$ cat config.mk
export PLATFORM = sky130hd
export DESIGN_NAME = controle_varredura_servo
export DESIGN_NICKNAME = d
export VERILOG_FILES = /design/src/rtl/controle_varredura_servo_pkg.sv /design/src/rtl/controle_varredura_servo_contador_timer.sv /design/src/rtl/controle_varredura_servo.sv
export SDC_FILE = /design/constraint.sdc
export NUM_CORES = 1
export LEC_CHECK = 0
export ABC_AREA = 1
export BUFFER_PORTS_ARGS = -buffer_cell sky130_fd_sc_hd__buf_2
export CAP_MARGIN = 20
export CELL_PAD_IN_SITES_DETAIL_PLACEMENT = 1
export CELL_PAD_IN_SITES_GLOBAL_PLACEMENT = 1
export CORE_AREA = 2 2 112 114
export CTS_BUF_LIST = sky130_fd_sc_hd__clkbuf_4
export DETAILED_ROUTE_END_ITERATION = 8
export DIE_AREA = 0 0 114 116
export PLACE_DENSITY = 0.67
export SLEW_MARGIN = 25
export SYNTH_ARGS = -nofsm -noshare
export SYNTH_HDL_FRONTEND = slang
export SYNTH_SLANG_ARGS = --single-unit
$ cat constraint.sdc
create_clock -name clock -period 2.7 [get_ports clock]
set_input_delay 0.54 -clock clock [delete_from_list [all_inputs] [get_ports clock]]
set_output_delay 0.54 -clock clock [all_outputs]
set_load 0.02 [all_outputs]
$ cat src/rtl/controle_varredura_servo_pkg.sv
// Shared definitions for the servo sweep sequencer: state codes, default timing
// and position limits, and the counter terminal-value helper.
package controle_varredura_servo_pkg;

    localparam logic [2:0] INICIAL   = 3'd0;
    localparam logic [2:0] POSICIONA = 3'd1;
    localparam logic [2:0] ASSENTA   = 3'd2;
    localparam logic [2:0] MEDE      = 3'd3;
    localparam logic [2:0] AGUARDA   = 3'd4;
    localparam logic [2:0] PROXIMA   = 3'd5;

    typedef enum logic [2:0] {
        E_INICIAL   = INICIAL,
        E_POSICIONA = POSICIONA,
        E_ASSENTA   = ASSENTA,
        E_MEDE      = MEDE,
        E_AGUARDA   = AGUARDA,
        E_PROXIMA   = PROXIMA
    } estado_e;

    // 0.5 s settle and 1 s measurement timeout at 50 MHz
    localparam int unsigned TEMPO_ASSENTAMENTO_PADRAO = 25_000_000;
    localparam int unsigned TEMPO_TIMEOUT_PADRAO      = 50_000_000;
    localparam logic [2:0]  POS_MIN_PADRAO            = 3'd0;
    localparam logic [2:0]  POS_MAX_PADRAO            = 3'd7;

    function automatic logic [31:0] ultimo_ciclo(input int unsigned n);
        return 32'(n - 1);
    endfunction

endpackage

$ cat src/rtl/controle_varredura_servo_contador_timer.sv
// 32-bit cycle counter with synchronous clear and enable; fim_o flags the
// last cycle of a MAX-cycle interval (count == MAX-1).
module contador_timer
    import controle_varredura_servo_pkg::*;
#(
    parameter int unsigned MAX = 1
)(
    input  logic clock,
    input  logic reset,
    input  logic limpa_i,
    input  logic habilita_i,
    output logic fim_o
);

    localparam logic [31:0] ULTIMO = ultimo_ciclo(MAX);

    logic [31:0] cont_q, cont_d;

    always_comb begin
        cont_d = cont_q;
        if (limpa_i)
            cont_d = '0;
        else if (habilita_i)
            cont_d = cont_q + 32'd1;
    end

    always_ff @(posedge clock or posedge reset) begin
        if (reset)
            cont_q <= '0;
        else
            cont_q <= cont_d;
    end

    assign fim_o = (cont_q == ULTIMO);

endmodule

$ cat src/rtl/controle_varredura_servo.sv
// Ping-pong sweep sequencer: positions the servo, waits to settle, requests a
// range measurement and waits for its completion or a timeout before moving on.
module controle_varredura_servo
    import controle_varredura_servo_pkg::*;
#(
    parameter int unsigned TEMPO_ASSENTAMENTO = TEMPO_ASSENTAMENTO_PADRAO,
    parameter int unsigned TEMPO_TIMEOUT      = TEMPO_TIMEOUT_PADRAO,
    parameter logic [2:0]  POS_MIN            = POS_MIN_PADRAO,
    parameter logic [2:0]  POS_MAX            = POS_MAX_PADRAO
)(
    input  logic       clock,
    input  logic       reset,
    input  logic       ligar,
    input  logic       medida_pronta,
    output logic [2:0] largura,
    output logic       medir,
    output logic [2:0] posicao_medida,
    output logic       timeout,
    output logic       fim_ciclo,
    output logic [2:0] db_estado
);

    estado_e    estado_q, estado_d;
    logic [2:0] largura_q, largura_d;
    logic [2:0] posicao_q, posicao_d;
    logic       sobe_q, sobe_d;
    logic       medir_q, medir_d;
    logic       timeout_q, timeout_d;
    logic       fim_ciclo_q, fim_ciclo_d;
    logic       fim_assenta, fim_espera;

    contador_timer #(.MAX(TEMPO_ASSENTAMENTO)) u_assenta (
        .clock      (clock),
        .reset      (reset),
        .limpa_i    (estado_q == E_INICIAL || estado_q == E_POSICIONA),
        .habilita_i (estado_q == E_ASSENTA),
        .fim_o      (fim_assenta)
    );

    contador_timer #(.MAX(TEMPO_TIMEOUT)) u_espera (
        .clock      (clock),
        .reset      (reset),
        .limpa_i    (estado_q == E_INICIAL || estado_q == E_MEDE),
        .habilita_i (estado_q == E_AGUARDA && !medida_pronta),
        .fim_o      (fim_espera)
    );

    always_comb begin
        estado_d    = estado_q;
        largura_d   = largura_q;
        posicao_d   = posicao_q;
        sobe_d      = sobe_q;
        medir_d     = 1'b0;
        timeout_d   = 1'b0;
        fim_ciclo_d = 1'b0;

        // stopping overrides everything and leaves the servo where it is
        if (estado_q != E_INICIAL && !ligar) begin
            estado_d = E_INICIAL;
        end else begin
            case (estado_q)
                E_INICIAL: begin
                    if (ligar) begin
                        largura_d = POS_MIN;
                        sobe_d    = 1'b1;
                        estado_d  = E_POSICIONA;
                    end
                end
                E_POSICIONA: estado_d = E_ASSENTA;
                E_ASSENTA: begin
                    if (fim_assenta)
                        estado_d = E_MEDE;
                end
                E_MEDE: begin
                    medir_d  = 1'b1;
                    estado_d = E_AGUARDA;
                end
                E_AGUARDA: begin
                    // a done pulse on the expiry cycle still counts as a measurement
                    if (medida_pronta) begin
                        posicao_d = largura_q;
                        estado_d  = E_PROXIMA;
                    end else if (fim_espera) begin
                        timeout_d = 1'b1;
                        posicao_d = largura_q;
                        estado_d  = E_PROXIMA;
                    end
                end
                E_PROXIMA: begin
                    estado_d = E_POSICIONA;
                    if (sobe_q) begin
                        if (largura_q < POS_MAX) begin
                            largura_d = largura_q + 3'd1;
                        end else begin
                            sobe_d      = 1'b0;
                            largura_d   = largura_q - 3'd1;
                            fim_ciclo_d = 1'b1;
                        end
                    end else begin
                        if (largura_q > POS_MIN) begin
                            largura_d = largura_q - 3'd1;
                        end else begin
                            sobe_d      = 1'b1;
                            largura_d   = largura_q + 3'd1;
                            fim_ciclo_d = 1'b1;
                        end
                    end
                end
                default: estado_d = E_INICIAL;
            endcase
        end
    end

    always_ff @(posedge clock or posedge reset) begin
        if (reset) begin
            estado_q    <= E_INICIAL;
            largura_q   <= POS_MIN;
            posicao_q   <= POS_MIN;
            sobe_q      <= 1'b1;
            medir_q     <= 1'b0;
            timeout_q   <= 1'b0;
            fim_ciclo_q <= 1'b0;
        end else begin
            estado_q    <= estado_d;
            largura_q   <= largura_d;
            posicao_q   <= posicao_d;
            sobe_q      <= sobe_d;
            medir_q     <= medir_d;
            timeout_q   <= timeout_d;
            fim_ciclo_q <= fim_ciclo_d;
        end
    end

    assign largura        = largura_q;
    assign posicao_medida = posicao_q;
    assign medir          = medir_q;
    assign timeout        = timeout_q;
    assign fim_ciclo      = fim_ciclo_q;
    assign db_estado      = estado_q;

endmodule

# --- After elaboration in Yosys (flattened, before gate mapping) ---
# Cells that the tools add are included.
word_totals:
  elab_cells: 74
  inputBits: 4
  register_bits: 77
classes:
  n_addsub: 4
  n_reduce_logical: 15
  mux: 32
  bitwise_logic: 1
  n_eq_ne: 11
  magnitude_cmp: 2
ops:
  columns: ["operator", "n"]
  rows:
  - ["$mux W32", 4]
  - ["$add A32 B1 Y32 const B", 2]
  - ["$mux W3", 11]
  - ["$eq A32 B25 Y1 const B", 1]
  - ["$eq A32 B26 Y1 const B", 1]
  - ["$pmux W3 S6", 1]
  - ["$mux W1", 14]
  - ["$reduce_and A3 Y1", 3]
  - ["$reduce_bool A2 Y1", 4]
  - ["$eq A3 B2 Y1 const B", 2]
  - ["$eq A3 B3 Y1 const B", 2]
  - ["$pmux W3 S2", 1]
  - ["$ne A4 B3 Y1 const B", 1]
  - ["$add A3 B1 Y3 const B", 1]
  - ["$eq A3 B1 Y1 const B", 1]
  - ["$gt A3 B1 Y1 const B", 1]
  - ["$logic_not A3 Y1", 1]
  - ["$lt A3 B3 Y1 const B", 1]
  - ["$ne A3 B2 Y1 const B", 1]
  - ["$ne A3 B3 Y1 const B", 1]
  - ["$reduce_bool A3 Y1", 1]
  - ["$sub A3 B1 Y3 const B", 1]
  - ["$logic_and A1 B1 Y1", 2]
  - ["$logic_not A1 Y1", 2]
  - ["other kinds (4)", 5]

# --- Longest topological paths before layout ---
# Gate-level depths: netlist of run 1.
logic_depth:
  depth_word: 5
  depth_mapped: 10
  ltp_nobuf: 10

# --- Hierarchy ---
# From an unflattened synthesis of run 1, not the netlist that was laid out.
hier_totals:
  hier_cells: 648
  area_unflattened_um2: 4653.2
by_module_without_submodules:
  columns: ["mod", "cells_each", "instances", "area_per_inst_um2"]
  rows:
  - ["contador_timer (u_espera)", 279, 1, 1971.9]
  - ["contador_timer (u_assenta)", 273, 1, 1959.4]
  - ["controle_varredura_servo", 96, 1, 721.9]

# --- Least setup slack after synthesis of run 1 ---
# OpenSTA, ideal clock, no wires.
synth_timing:
  path_type: "flip-flop to flip-flop"
  from: "register estado_q[1], in the netlist db_estado[1]"
  to: "register u_espera.cont_q[8]"
  path_stages_with_launch: 8
  path_slack_ns: 1.129
  t_arrival_ns: 1.447
  setup_time_ns: 0.123
  period_less_slack_ns: 1.571
  path_cell_list: "dfrtp_1 -> nor2_4 -> nand3_4 -> buf_6 -> nor2_1 -> nand2_1 -> o21ai_0 -> a21oi_1"
synth_between:
  elab_chain_cells: 3
  word_cells_on_any_way: 7
  classes_between: "eq/ne: 2; mux: 1; reduce/logical: 4"
synth_rtl:
  columns: ["item", "line", "source"]
  rows:
  - ["start: declaration", "controle_varredura_servo.sv:23", "estado_e estado_q, estado_d;"]
  - ["start signal: assignment", "controle_varredura_servo.sv:124", "estado_q <= estado_d;"]
  - ["$eq A3 B2 Y1 (tied with other cells)", "controle_varredura_servo.sv:43", ".limpa_i (estado_q == E_INICIAL || estado_q == E_MEDE),"]
  - ["$logic_or A1 B1 Y1 or $logic_and A1 B1 Y1 (tied branches)", "controle_varredura_servo.sv:43, controle_varredura_servo.sv:44", null]
  - ["$mux W32 or $reduce_bool A2 Y1 (tied branches)", null, null]
  - ["end signal: assignment", "controle_varredura_servo_contador_timer.sv:31", "cont_q <= cont_d;"]
  - ["end: declaration", "controle_varredura_servo_contador_timer.sv:17", "logic [31:0] cont_q, cont_d;"]
# Several ways; a longest one is shown, not always the timed one.
# A chain may end at the register's enable or synchronous reset.

# --- Final worst setup path of run 1 ---
layout_timing:
  from: "register estado_q[1], in the netlist db_estado[1]"
  to: "register u_espera.cont_q[25]"
# Same word-level chain as after synthesis.

==> results of run 1 <==
## flip-flops by register name (all words and copies together), names as in the netlist
register and flops:
largura 3, fim_ciclo 1, timeout 1, db_estado 3, u_assenta.cont_q 32, sobe_q 1
u_espera.cont_q 32, posicao_medida 3, medir 1
## layout make-up
type	count	area, um^2
Fill cell	1561	6830
Multi-Input combinational cell	513	2360
Sequential cell	77	1930
Inverter	90	342
Tap cell	147	184
Timing Repair Buffer	17	103
Clock buffer	12	90.1
Clock inverter	4	72.6
## routing by layer
| metal | global-route usage | routed length [um] | share of wire | vias up |
|---|---|---|---|---|
| li1 | - | - | - | 2207 |
| met1 | 0.313 | 6820 | 0.51 | 2198 |
| met2 | 0.344 | 6080 | 0.45 | 49 |
| met3 | 0.0319 | 392 | 0.029 | 14 |
| met4 | 0.0691 | 187 | 0.014 | 0 |
| met5 | 0 | 0 | 0 | - |
## synthesized netlist by cell type (all sizes together)
master,number,share of area
and3,1,0.0013
o21a,1,0.0016
nand3,54,0.064
o21bai,1,0.0016
dfrtp,76,0.41
clkinv,1,0.00080
o21ai,27,0.029
clkbuf,1,0.00080
a31oi,2,0.0027
xnor2,1,0.0019
o211ai,1,0.0016
nor3b,2,0.0032
nand2,201,0.16
dfstp,1,0.0056
inv,89,0.072
buf,6,0.0096
nor2,145,0.13
a22o,2,0.0037
xor2,5,0.0094
ha,5,0.013
a21oi,29,0.033
a2bb2oi,1,0.0019
nor3,20,0.025
nand4,8,0.011
o31ai,1,0.0016
o22ai,5,0.0067
nand3b,1,0.0016
## worst paths after layout
check | from | end | slack (ns)
max in group asynchronous | reset | sobe_q | 1.91
min in group clock | ligar | medir | 0.48
worst max register to register | db_estado[1] | u_espera.cont_q[25] | 0.79
worst min-delay path | reset | u_espera.cont_q[17] | 0.11
worst min register to register | posicao_medida[1] | posicao_medida[1] | 0.49
worst max-delay path | db_estado[1] | u_espera.cont_q[25] | 0.79
## worst register-to-register path: stages (launching register included)
cell and delay (ns):
dfrtp_1 0.53, nor2_4 0.23, nand3_4 0.25, inv_2 0.29
nand2_1 0.08, nor2_1 0.17, nand2_1 0.09, nand2_1 0.07
nand2_1 0.04, nor2_1 0.11
## logic make-up after synthesis
| kind of cell | share of synthesized area |
|---|---|
| compound gates | 0.0837 |
| flops | 0.412 |
| simple gates | 0.397 |
| buf+inv | 0.0832 |
| fa+ha+maj | 0.0134 |
| xor+xnor | 0.0112 |
## metrics by stage
| step | hold slack (ns) | utilization | cell area (um^2) |
|---|---|---|---|
| floorplan | 0.474 | - | 4680 |
| global placement | 0.456 | 0.413 | 4920 |
| detailed placement | 0.459 | 0.413 | 4920 |
| CTS | 0.106 | 0.427 | 5080 |
| global route | 0.119 | 0.427 | 5080 |
| finish | 0.112 | 0.427 | 5080 |
## where the power goes
| part | leakage [nW] | switching [mW] | internal, mW |
|---|---|---|---|
| sequential | 1.07 | 0.0706 | 1.19 |
| combinational | 1.08 | 0.556 | 0.180 |
| clock | 0.0875 | 0.440 | 0.406 |
| total | 2.23 | 1.07 | 1.78 |
==> results.json, run 1 <==
{
  "finalHoldViolCount": 0,
  "initial_utilization": 0.393,
  "status": "complete, no violations",
  "reg2reg_depth": 9,
  "drt-wirelength-per-cell_um": 15.7,
  "boundaryPins": 16,
  "final.setup_skew_ns": 0.0279,
  "timing.setup.tns_ns": 0,
  "post-place-ws_ns": 0.768,
  "post_synthesis_register_bit_count": 77,
  "cts_resized": 0,
  "clock_tree_sinks": 77,
  "die_height_um": 116,
  "post-dp-hpwl_mm": 10.2,
  "syn-cell-area_um2": 4680,
  "layout.cells.most_common_list": "nand2_1 (198), nor2_1 (136), inv_1 (85)",
  "worst-path-max-fanout": 16,
  "grt.overflow.total": 0,
  "static-leakage-power_nw": 2.23,
  "track_usage": 0.219,
  "cts_made_buffers": 9,
  "max-vdd-ir-drop_v": 0.000377,
  "core_region_area_um2": 11900,
  "place.port_buffers": 15,
  "maxCapViolations": 0,
  "rows": 40,
  "drt_pre_antenna_iters": 4,
  "worst-path-buf-inv": 1,
  "ctsHoldBuffers": 0,
  "syn_area_per_cell_um2": 6.81,
  "htree_levels": 3,
  "arrival_ns": 2.29,
  "fp.dieW_um": 114,
  "power.density_cell_area_nw_per_um2": 559,
  "detail_route.wirelength_mm": 13.5,
  "ys_seq_area_frac": 0.412,
  "maxSlewHeadroom": 0.613,
  "postCtsSetupRepairBufs": 0,
  "flow.area_growth_from_synthesis_pct": 8.58,
  "grt_setup_unrepaired": "false",
  "worst_setup_end_kind": "flop",
  "post-place-cells": 844,
  "first_global_vias": 4595,
  "layout-drive-gt1-share": 0.0813,
  "timing_worst_setup_path_type": "flop to flop",
  "worst_setup_path_start_kind": "flop",
  "gpl.final_weighted_congestion": 0.861,
  "syn_nets": 696,
  "cts_max_path_buffers": 2,
  "holdCritPathClass": "primary input to asynchronous set/reset pin",
  "finalMaxSlewViolations": 0,
  "maxClockFrequency_mhz": 524,
  "max_stage_delay_ns": 0.53,
  "crit_chain": "nor2_4 > nand3_4 > inv_2 > nand2_1 > nor2_1 > nand2_1 > nand2_1 > nand2_1 > nor2_1",
  "report.final.setup_viol": 0,
  "post_synth_inst_count": 687,
  "initial_antenna_violation_count": 0,
  "clkTransAtPathRegs_ns": 0.15,
  "ys_types": 40,
  "finalWorstSetupSlack_ns": 0.792,
  "insertedDiodeCount": 0,
  "crit_family": "simple AND/OR/NAND/NOR gates",
  "grt_first_pass_wirelength_mm": 22.7,
  "yosys_warnings": 0,
  "p_total_mw": 2.84,
  "cp.required_ns": 3.08,
  "layout.nets": 717,
  "tritoncts": "done",
  "avgViaCountPerCell": 5.20,
  "crit_cells": 9,
  "finalWorstPathRequiredPeriod_ns": 1.91,
  "drt_first_iter_violations": 201,
  "clkLatencyLatePin_ns": 0.45,
  "vias": 4468,
  "worst-slew-pin-transition_ns": 0.579,
  "layout.cells.non_filler": 860,
  "die_area_um2": 13200,
  "cp_common_cell": "nand2_1",
  "critPathSlowestCell": "dfrtp_1",
  "grt_start_max_net_pins": 49,
  "layout.cells.most_common": "nand2_1",
  "clockRootBuffer": "clkbuf_4",
  "period_utilization_post_route": 0.707,
  "number_of_remaining_drc_errors": 0,
  "ant_nets": 0
}
No activity file was read; power rests on OpenSTA's default activity.
==> run 2, diff against run 1 <==
==> constraint.sdc (replaced) <==
create_clock -name clock -period 1.9 [get_ports clock]
set_input_delay 0.38 -clock clock [delete_from_list [all_inputs] [get_ports clock]]
set_output_delay 0.38 -clock clock [all_outputs]
set_load 0.02 [all_outputs]
==> run 2 against run 1 <==
  * The run now ends with hold timing left
  * Hold slack worse by 0.13 ns
  * Clock skew is 0.011 ns lower
  * Register-to-register slack worse by 0.66 ns
==> results.json, run 2 (synthesis results as in run 1) <==
{
  "status": "finished, violations left",
  "failed_checks": "hold timing",
  "grt.overflow.total": 0,
  "clkTransAtPathRegs_ns": 0.13,
  "finalHoldWorstSlack_ns": -0.0145,
  "grt_first_pass_wirelength_mm": 23.3,
  "tritoncts": "done",
  "place.port_buffers": 15,
  "maxSlewHeadroom": 0.701,
  "critPathSlowestCell": "dfrtp_1",
  "timing.setup.tns_ns": 0,
  "maxCapViolations": 0,
  "max-vdd-ir-drop_v": 0.000471,
  "worst_setup_end_kind": "flop",
  "gpl.final_weighted_congestion": 0.866,
  "layout.cells.most_common_list": "nand2_1 (196), nor2_1 (134), inv_1 (85)",
  "clockRootBuffer": "clkbuf_4",
  "report.final.setup_viol": 0,
  "biggestRegsByFlops": "u_assenta.cont_q: 32 flops, u_espera.cont_q: 32 flops",
  "boundaryPins": 16,
  "max_stage_delay_ns": 0.43,
  "clock_tree_sinks": 77,
  "detail_route.wirelength_mm": 13.4,
  "final.setup_skew_ns": 0.0165,
  "flow.area_growth_from_synthesis_pct": 10.1,
  "core_region_area_um2": 11900,
  "track_usage": 0.223,
  "cp.required_ns": 2.31,
  "htree_levels": 3,
  "cts_max_path_buffers": 2,
  "vias": 4475,
  "power.density_cell_area_nw_per_um2": 752,
  "insertedDiodeCount": 0,
  "cts_made_buffers": 9,
  "clkLatencyLatePin_ns": 0.47,
  "worst-slew-pin-transition_ns": 0.449,
  "initial_antenna_violation_count": 0,
  "p_total_mw": 3.88,
  "multiInputGateArea_um2": 2380,
  "arrival_ns": 2.17,
  "grt_start_max_net_pins": 78,
  "drt-wirelength-per-cell_um": 15.3,
  "number_of_remaining_drc_errors": 0,
  "initial_utilization": 0.393,
  "ff_latch_area_um2": 1930,
  "fp.dieW_um": 114,
  "filler_cells_inserted": 1569,
  "ant_nets": 0,
  "timing_worst_setup_path_type": "flop to flop",
  "worst_setup_path_start_kind": "flop",
  "die_height_um": 116,
  "finalMaxSlewViolations": 0,
  "layout-drive-gt1-share": 0.105,
  "drt_pre_antenna_iters": 4,
  "layout.nets": 730,
  "holdCritPathClass": "primary input to asynchronous set/reset pin",
  "die_area_um2": 13200,
  "worst-path-max-fanout": 5,
  "maxClockFrequency_mhz": 566,
  "finalWorstPathRequiredPeriod_ns": 1.77,
  "static-leakage-power_nw": 2.28,
  "first_global_vias": 4723,
  "post-dp-hpwl_mm": 10.2,
  "layout.cells.most_common": "nand2_1",
  "period_utilization_post_route": 0.930,
  "cp_common_cell": "nor2_4",
  "finalHoldViolCount": 10,
  "rows": 40,
  "drt_first_iter_violations": 272,
  "avgViaCountPerCell": 5.13,
  "grt_setup_unrepaired": "true",
  "crit_chain": "ha_1 > nand3_2 > nor2_4 > nand2_2 > nor2_4 > nand2_1 > o21ai_0 > inv_1 > nor2_1"
}
-- run 2: cell count changes in the layout (fill, tap and decap cells not counted), moves of 2 or more --
cell / delta
nand2_1: -2
nor2_1: -2
buf_4: +13
dfrtp_2: +2
bufinv_16: -2
nand2_2: +2
dfrtp_1: -2
-- run 2: layout make-up --
type | instances | area share
inverter | 90 | 0.0668
sequential | 77 | 0.375
tap | 147 | 0.0357
clock inverter | 3 | 0.00267
timing repair buffer | 30 | 0.0388
clock buffer | 13 | 0.0189
multi-input combinational | 513 | 0.462
-- run 2: repair_timing --
| action | in CTS | in global routing |
|---|---|---|
| setup endpoints to repair | 0 | 9 |
| setup buffers | 0 | 3 |
| hold buffers | 0 | 0 |
| resized for setup | 0 | 8 |
-- run 2: path summary, 6_finish.rpt --
check,start,to,slack (ns),depth (start not counted)
worst max-delay path,u_assenta.cont_q[0],u_assenta.cont_q[26],0.13,9
worst min-delay path,reset,fim_ciclo,-0.01,3
worst max register to register,u_assenta.cont_q[0],u_assenta.cont_q[26],0.13,9
worst min register to register,posicao_medida[0],posicao_medida[0],0.49,2
max in group asynchronous,reset,db_estado[1],1.51,3
min in group clock,ligar,db_estado[2],0.28,3
-- run 2: critical path: cells and delay by family (launching register included) --
| kind | cells | cell delay [ns] |
|---|---|---|
| flops | 1 | 0.43 |
| fa+ha+maj | 1 | 0.23 |
| compound gates | 1 | 0.17 |
| buf+inv | 1 | 0.06 |
| simple gates | 6 | 0.81 |
-- run 2: metal layers --
layer,vias up,routed length (um),track usage
met2,30,6000,0.358
li1,2240,-,-
met1,2197,6930,0.314
met3,8,305,0.0309
met4,0,144,0.0715
met5,-,0,0
-- run 2: through the flow --
step / area [um^2] / instances / util / setup WS [ns] / hold WS [ns]
floorplan: 4680 / 687 / - / 0.329 / 0.474
global placement: 5000 / 854 / 0.419 / 0.231 / 0.457
detailed placement: 5000 / 854 / 0.419 / 0.113 / 0.467
CTS: 5110 / 870 / 0.429 / 0.0840 / 0.0195
global route: 5150 / 873 / 0.433 / -0.0285 / 0.0375
finish: 5150 / 873 / 0.433 / 0.134 / -0.0145
-- run 2: report_power, final --
part / internal (mW) / switching, mW
registers: 1.70 / 0.0986
clock network: 0.321 / 0.618
logic: 0.331 / 0.814
==> run 3, diff against run 2 <==
--- a/config.mk
+++ b/config.mk
@@ -14,6 +14,7 @@
 export CTS_BUF_LIST = sky130_fd_sc_hd__clkbuf_4
 export DETAILED_ROUTE_END_ITERATION = 8
 export DIE_AREA = 0 0 114 116
+export GPL_TIMING_DRIVEN = 0
 export PLACE_DENSITY = 0.67
 export SLEW_MARGIN = 25
 export SYNTH_ARGS = -nofsm -noshare
==> run 3 against run 2 <==
  * The flow now finishes without violations
  * Power increased by 7.3%
  * Sequential share of layout area shrank 0.40 points
  * Global-route usage shrank 0.38 points
  * Register-to-register slack better by 0.02 ns
  * Critical path type unchanged
  * Largest power group unchanged
==> results.json, run 3 (synthesis results as in run 1) <==
{
  "grt_start_max_net_pins": 30,
  "finalWorstPathRequiredPeriod_ns": 1.75,
  "post-place-cells": 851,
  "biggestRegsByFlops": "u_assenta.cont_q: 32 flops, u_espera.cont_q: 32 flops",
  "p_int_mw": 2.56,
  "layout.nets": 728,
  "static-leakage-power_nw": 2.28,
  "globalRoute.busiestLayer": "met2",
  "postPlaceCellArea_um2": 4980,
  "clock_tree_sinks": 77,
  "tritoncts": "done",
  "fp.dieW_um": 114,
  "detail_route.wirelength_mm": 13.5,
  "final_core_utilization": 0.437,
  "layout-drive-gt1-share": 0.105,
  "cp.required_ns": 2.28,
  "holdCritPathClass": "primary input to flop",
  "core_region_area_um2": 11900,
  "p_total_mw": 4.16,
  "final_design_area_no_fill_um2": 5210,
  "grt.overflow.total": 0,
  "clockRootBuffer": "clkbuf_4",
  "worst_setup_end_kind": "flop",
  "power.sequential.fraction": 0.432,
  "ant_nets": 0,
  "worst_setup_path_start_kind": "flop",
  "grt.met2_usage": 0.344,
  "status": "complete, no violations",
  "finalHoldViolCount": 0,
  "vias": 4484,
  "rows": 40,
  "maxCapViolations": 0,
  "maxSlewHeadroom": 0.645,
  "cts_max_path_buffers": 2,
  "arrival_ns": 2.13,
  "drt-wirelength-per-cell_um": 15.5,
  "drt_pre_antenna_iters": 4,
  "gr-usage-met3": 0.0277,
  "boundaryPins": 16,
  "maxClockFrequency_mhz": 572,
  "layout.cells.most_common": "nand2_1",
  "grt_first_pass_wirelength_mm": 22.7,
  "gpl.final_weighted_congestion": 0.812,
  "number_of_remaining_drc_errors": 0,
  "grtUsageMet1": 0.317,
  "initial_utilization": 0.393,
  "cts_made_buffers": 9,
  "die_height_um": 116,
  "timing_worst_setup_path_type": "flop to flop",
  "layout.cells.most_common_list": "nand2_1 (196), nor2_1 (132), inv_1 (85)",
  "power.switching_mw": 1.60,
  "power_switching_share": 0.384,
  "period_utilization_post_route": 0.920,
  "power.density_cell_area_nw_per_um2": 798,
  "track_usage": 0.219,
  "insertedDiodeCount": 0,
  "layout.cells.non_filler": 871,
  "max-vdd-ir-drop_v": 0.000433,
  "post-dp-hpwl_mm": 10.3,
  "worst-path-max-fanout": 7,
  "initial_antenna_violation_count": 0,
  "avgViaCountPerCell": 5.15,
  "power.share.combinational": 0.282,
  "finalMaxSlewViolations": 0,
  "drt_first_iter_violations": 246,
  "worst-slew-pin-transition_ns": 0.531,
  "clkTransAtPathRegs_ns": 0.14,
  "place.port_buffers": 15,
  "clkLatencyLatePin_ns": 0.46,
  "power_frac_clock": 0.286,
  "die_area_um2": 13200,
  "htree_levels": 3,
  "finalHoldWorstSlack_ns": 0.303,
  "flow.area_growth_from_synthesis_pct": 11.3,
  "final.setup_skew_ns": 0.0260,
  "first_global_vias": 4581,
  "report.final.setup_viol": 0
}
-- run 3: cell count changes in the layout (fill, tap and decap cells not counted), sizes merged --
cell         delta
buf             -4
bufinv          +2
clkbuf          -2
clkinv          -1
clkinvlp        +2
dlygate4sd3     +1
-- run 3: metal layers --
layer  up-vias  share of wire  wire, um
met3        12          0.034       461
met1      2182           0.51      6840
li1       2244              -         -
met4         0          0.013       180
met2        46           0.45      6020
met5         -              0         0
-- run 3: per-stage QoR --
step | setup WS [ns] | TNS (ns)
6_report | 0.151 | 0
3_3_place_gp | -0.0461 | -2.89
5_1_grt | -0.00304 | -0.00304
2_1_floorplan | 0.329 | 0
3_5_place_dp | 0.0714 | 0
4_1_cts | 0.0331 | 0
-- run 3: worst max-delay path, stage by stage (launching register included) --
cell and delay, ns:
dfrtp_1 0.50, nand2_1 0.17, nor2_1 0.22, nand3_1 0.20, nor2_1 0.24, nand2_1 0.13, nand2_1 0.09, nand2_1 0.05
nor2_1 0.08
-- run 3: area by class of cell --
class	count	area, um^2
Inverter	90	344
Clock buffer	10	75.1
Timing Repair Buffer	21	148
Sequential cell	77	1930
Multi-Input combinational cell	513	2390
Clock inverter	6	87.6
Tap cell	147	184
Buffer	7	50.0
Fill cell	1581	6700
-- run 3: final timing paths --
check | cells after the start | slack (ns) | from | endpoint
max | 8 | 0.15 | u_espera.cont_q[6] | u_espera.cont_q[25]
min | 3 | 0.30 | ligar | medir
max reg2reg | 8 | 0.15 | u_espera.cont_q[6] | u_espera.cont_q[25]
min reg2reg | 2 | 0.49 | posicao_medida[0] | posicao_medida[0]
max in group asynchronous | 5 | 0.65 | reset | u_assenta.cont_q[23]
min in group asynchronous | 3 | 0.50 | reset | u_espera.cont_q[18]
-- run 3: timing repair --
action / CTS / global route
resized for setup: 0 / 15
setup buffers: 0 / 3
hold endpoints to repair: 20 / 0
hold buffers: 1 / 0
setup endpoints to repair: 0 / 21
-- run 3: power by group through the flow --
stage,clock [mW],sequential [mW],combinational (mW)
floorplan,0,1.85,0.716
global placement,0,1.82,1.11
detailed placement,0,1.83,1.16
CTS,1.25,1.80,1.16
global route,1.29,1.81,1.33
finish,1.19,1.80,1.17
